`src/rtl/ucie_rdi_tx_packer.sv`:
```
// UCIe channel-adapter TX packer: gathers DW-bit words into one RDI mainband beat.
// A timeout or an explicit flush sends a partial beat, with the unused slots padded.
module ucie_rdi_tx_packer #(
    parameter int             DW           = 64,
    parameter int             NSLOT        = 6,
    parameter int             FLUSH_CYCLES = 16,
    parameter logic [DW-1:0]  PAD_WORD     = '0
) (
    input  logic                  clk,
    input  logic                  rst_n,
    input  logic                  i_enable,
    input  logic                  i_flush,
    input  logic [DW-1:0]         in_data,
    input  logic                  in_valid,
    output logic                  in_ready,
    output logic [DW*NSLOT-1:0]   lp_data,
    output logic                  lp_valid,
    output logic                  lp_irdy,
    input  logic                  pl_trdy,
    output logic [15:0]           o_beat_cnt,
    output logic [15:0]           o_pad_cnt,
    output logic                  o_busy
);

    localparam int CW = $clog2(NSLOT);
    localparam int TW = (FLUSH_CYCLES > 1) ? $clog2(FLUSH_CYCLES) : 1;
    localparam logic [CW-1:0] LAST = CW'(NSLOT - 1);
    localparam logic [TW-1:0] TMAX = TW'(FLUSH_CYCLES - 1);

    generate
        if (DW * NSLOT != 384 || FLUSH_CYCLES < 1) begin : g_bad_param
            $error("ucie_rdi_tx_packer: DW*NSLOT must be 384 and FLUSH_CYCLES >= 1");
        end
    endgenerate

    // The last slot is never stored; the word completing a beat goes directly to the output register.
    logic [DW-1:0]        asm_q [NSLOT-1];
    logic [CW-1:0]        asm_cnt;
    logic [TW-1:0]        idle_tmr;
    logic                 flush_pend;
    logic                 out_free;
    logic                 accept;
    logic                 full_now;
    logic                 timeout;
    logic                 flush_req;
    logic                 load_part;
    logic                 load_beat;
    logic                 clear_pend;
    logic [DW*NSLOT-1:0]  next_beat;

    always_comb begin
        out_free   = !lp_valid || pl_trdy;
        in_ready   = rst_n && i_enable && ((asm_cnt < LAST) || out_free);
        accept     = in_valid && in_ready;
        full_now   = accept && (asm_cnt == LAST);
        timeout    = (idle_tmr == TMAX) && (asm_cnt != '0) && !accept;
        flush_req  = flush_pend || i_flush || timeout;
        load_part  = flush_req && out_free && !full_now && ((asm_cnt != '0) || accept);
        load_beat  = full_now || load_part;
        clear_pend = full_now || (flush_req && (out_free || ((asm_cnt == '0) && !accept)));
    end

    always_comb begin
        next_beat = '0;
        for (int k = 0; k < NSLOT; k++) begin
            next_beat[k*DW +: DW] = PAD_WORD;
            if (accept && (asm_cnt == CW'(k)))
                next_beat[k*DW +: DW] = in_data;
        end
        for (int k = 0; k < NSLOT - 1; k++) begin
            if (CW'(k) < asm_cnt)
                next_beat[k*DW +: DW] = asm_q[k];
        end
    end

    always_ff @(posedge clk or negedge rst_n) begin
        if (!rst_n) begin
            asm_cnt <= '0;
            for (int k = 0; k < NSLOT - 1; k++)
                asm_q[k] <= '0;
        end else if (load_beat) begin
            asm_cnt <= '0;
        end else if (accept) begin
            for (int k = 0; k < NSLOT - 1; k++)
                if (asm_cnt == CW'(k))
                    asm_q[k] <= in_data;
            asm_cnt <= asm_cnt + CW'(1);
        end
    end

    // Idle timer saturates so a blocked timeout keeps requesting until the output frees up.
    always_ff @(posedge clk or negedge rst_n) begin
        if (!rst_n) begin
            idle_tmr   <= '0;
            flush_pend <= 1'b0;
        end else begin
            if (asm_cnt == '0 || accept || load_beat)
                idle_tmr <= '0;
            else if (idle_tmr != TMAX)
                idle_tmr <= idle_tmr + TW'(1);
            if (clear_pend)
                flush_pend <= 1'b0;
            else if (i_flush)
                flush_pend <= 1'b1;
        end
    end

    always_ff @(posedge clk or negedge rst_n) begin
        if (!rst_n) begin
            lp_data    <= '0;
            lp_valid   <= 1'b0;
            o_beat_cnt <= '0;
            o_pad_cnt  <= '0;
        end else begin
            if (load_beat) begin
                lp_data  <= next_beat;
                lp_valid <= 1'b1;
            end else if (pl_trdy) begin
                lp_valid <= 1'b0;
            end
            if (lp_valid && pl_trdy && o_beat_cnt != 16'hFFFF)
                o_beat_cnt <= o_beat_cnt + 16'd1;
            if (load_part && o_pad_cnt != 16'hFFFF)
                o_pad_cnt <= o_pad_cnt + 16'd1;
        end
    end

    assign lp_irdy = lp_valid;
    assign o_busy  = (asm_cnt != '0) || lp_valid;

endmodule

```
`config.mk`:
```
export PLATFORM = sky130hd
export DESIGN_NAME = ucie_rdi_tx_packer
export DESIGN_NICKNAME = d
export VERILOG_FILES = /design/src/rtl/ucie_rdi_tx_packer.sv
export SDC_FILE = /design/constraint.sdc
export NUM_CORES = 1
export LEC_CHECK = 0
export BUFFER_PORTS_ARGS = -buffer_cell sky130_fd_sc_hd__buf_4
export CELL_PAD_IN_SITES_DETAIL_PLACEMENT = 0
export CELL_PAD_IN_SITES_GLOBAL_PLACEMENT = 1
export CORE_MARGIN = 8
export CORE_UTILIZATION = 43
export CTS_CLUSTER_SIZE = 40
export DETAILED_ROUTE_END_ITERATION = 8
export PLACE_DENSITY = 0.74
export SYNTH_ARGS = -nofsm -noshare
export SYNTH_HDL_FRONTEND = slang
export SYNTH_SLANG_ARGS = --single-unit
```
`constraint.sdc`:
```
create_clock -name clk -period 6.2 [get_ports clk]
set_input_delay 0.62 -clock clk [delete_from_list [all_inputs] [get_ports clk]]
set_output_delay 0.62 -clock clk [all_outputs]
set_load 0.005 [all_outputs]
```
==> metrics.txt <==
Final Hold Fails 0; #FFs+latches synth ~750; pwr dens around 390 nW/um2; Bufs on Longest Clock Path 3; multi-input combinational cell area 10770 um2; max_cap viols 0; Synth area leader dfrtp_1; Max-slew headroom 22.70%; CP dominant cell by count buf_8; GRT Resource Usage Total approximately 22%; initial antenna violation count 1; Die Y between 200 and 300 um; post-route setup TNS 0 ps; I/O pin total between 400 and 500; Synth top area share ~61%; Max IR drop VDD 0.3399 mV; layout cells sized above 1 about a third; Worst Path Arrival about 5000 ps; vias in the first global route roughly 23k; synth-to-layout area growth 22.13%; register area around 19000 um2; Slew Limit Fails 0; CP Max Fanout between 70 and 80; 1st-iter DRT viols between 1.5k and 2k; synth top area cells dfrtp_1, mux2_2, a22oi_1; Worst path top cell family by delay buffers and inverters; RSZ-0062 raised after global routing no; minimum clock period 4489 ps; Port Buffer Count roughly 500; Setup Viol. Count Final 0; ANT nets after route 0; number of hold-repair buffers added at the cts stage 1; Clock Latency Late Sink slightly above 600 ps; number of distinct library cells after synthesis 37; # Post-CTS Setup Buffers 0; DR vias/cell roughly 5.5; maximum clock rate 222.8 MHz; Final GP Congestion 0.7974; WL per Instance approximately 23 um; final WL between 90000 and 100000 um; H-tree levels 3; pin count of the biggest net entering global routing 237; Hold Path Class primary input to flip-flop; Worst Tran Pin Value between 1000 and 1500 ps; post-placement setup slack ~1100 ps; CP Buf/Inv Count 4; total of fill cells in the finished design about 6.2k; Syn Area/Cell between 10 and 15 um2; CP Cell Sequence dlygate4sd3_1 -> buf_8 -> and3_1 -> o21ai_1 -> a311o_1 -> and2_4 -> nor3_4 -> buf_8 -> buf_4 -> mux2_2; CP max stage delay approximately 570 ps; TritonCTS Buffers 80; Die X about 280 um; WS Path Type primary input to flip-flop; CP Capture Type flip-flop; CTS sink count between 700 and 800; CTS root buf clkbuf_16; post-CTS sizing 0; Pleak 17.32 nW; total gr overflow 0; crit path max-delay cell type dlygate4sd3_1; DRC errors left 0; Die ar. ~79000 um2; Reg clk slew, reported paths around 60 ps; core area between 70000 and 80000 um2; CTS tree done; DR pass1 iterations 5; Final nets between 3k and 4k; # rows between 90 and 100; status complete, no violations; synth warn 0; HPWL after DPL just under 60000 um; startpoint types primary input; Worst Skew between 15 and 20 ps; Synth Cell Area between 30000 and 40000 um2; Post-Syn Instances about 2.7k; worst path required time 6680 ps; Final Cycle Share ~72%; Starting Density between 40 and 50%; first-pass GRT wire length 138800 um; syn nets roughly 2.7k; vias after detailed routing ~22k; sequential element share of the synthesized area approximately three fifths; post-route setup slack roughly 1700 ps
-- final cells by class --
class	count	share of cell area [%]
diodes	2	0.01348
multi-input cells	1640	29.01
clock inverters	29	0.8056
flip-flops and latches	745	50.23
repair buffers	516	10.62
inverters	6	0.06067
well taps	940	3.168
clock buffers	109	6.094
-- where the power goes --
part / switching [W] / internal [W]
clock network: 0.00194 / 0.00276
registers: 0.000634 / 0.00583
logic: 0.00182 / 0.00135
-- flip-flops by register name (all words and copies together), names as in the netlist --
name and count:
lp_data 384, o_pad_cnt 16, lp_irdy 1, o_beat_cnt 16
asm_cnt 3, idle_tmr 4, asm_q 320, flush_pend 1
-- synthesized netlist by cell type (all sizes together) --
cell type  instances
dfrtp            745
nand2            473
o21ai            390
mux2             322
a22oi            321
clkbuf           214
buf               45
nor2              20
xnor2             16
nand3             15
nor3              13
and3              12
xor2              12
ha                 7
nand4              7
inv                6
a21oi              5
nand2b             4
nor4               4
a311o              2
and2               2
mux2i              2
nand3b             2
nor2b              2
or2                2
or3                2
a2111oi            1
a31oi              1
and4               1
o21a               1
or4                1
-- per-stage QoR --
step                utilization, %  hold WS [ps]  std cells  total power (W)  area (um2)
global placement             49.31         463.3       3845         0.009622       34530
detailed placement           49.31         471.7       3845         0.009752       34530
global route                 53.00         317.2       3986          0.01508       37120
CTS                          52.98         276.5       3984          0.01449       37100
floorplan                        -         324.4       2650         0.008273       30390
finish                       53.01         322.6       3987          0.01433       37120
-- logic make-up (layout without fill, tap and decap cells) --
kind of cell | after synthesis | after routing | share of synthesized area [%]
compound gates | 721 | 721 | 14.57
xor+xnor | 28 | 28 | 0.8068
fa+ha+maj | 7 | 7 | 0.2881
buf+inv | 265 | 660 | 3.590
flops | 745 | 745 | 61.34
mux | 324 | 324 | 12.00
other cells | 0 | 2 | 0
simple gates | 560 | 560 | 7.410
-- per-layer routing --
metal / wire length, um / track usage (%) / vias up
li1: - / - / 9990
met1: 37640 / 29.01 / 11180
met2: 44180 / 37.19 / 675
met3: 6840 / 5.129 / 129
met4: 2557 / 7.424 / 0
met5: 0 / 0 / -
-- worst register-to-register path: stages, from the launching register on --
cell and delay [ps]:
dfrtp_4 1020, o21ai_1 340, o21ai_1 620, a311o_1 430, and2_4 750, nor3_4 220, buf_8 240, buf_4 310
mux2_1 430
-- final timing paths --
check | start | end | slack, ps | cells past startpoint
max in group asynchronous | rst_n | asm_q[234] | 2080 | 6
setup reg to reg | asm_cnt[2] | asm_q[238] | 1730 | 8
min in group asynchronous | rst_n | o_beat_cnt[6] | 530 | 2
setup / recovery | rst_n | asm_q[253] | 1710 | 10
hold / removal | in_data[39] | lp_data[359] | 320 | 3
hold reg to reg | lp_data[70] | lp_data[70] | 480 | 2
-- cells in the final DEF, fill, tap and decap left out, types with 3 or more instances in the layout --
master      count
xnor2_1        16
clkbuf_1       15
nor3_1          9
bufinv_16       5
a22oi_1       321
dfrtp_1       744
nor4_1          3
xor2_1         12
clkinv_2       15
nor2_1         19
buf_12          4
nand2_1       471
nand2b_1        3
ha_1            7
mux2_2        308
nand3_1        15
clkbuf_8       13
nor3_2          3
clkbuf_16      81
a21oi_1         4
inv_6           5
buf_4         509
mux2_1         14
and3_1         12
o21ai_0       387
nand4_1         7
inv_1           6
clkinvlp_4      4
(Power assumes the default switching activity.)
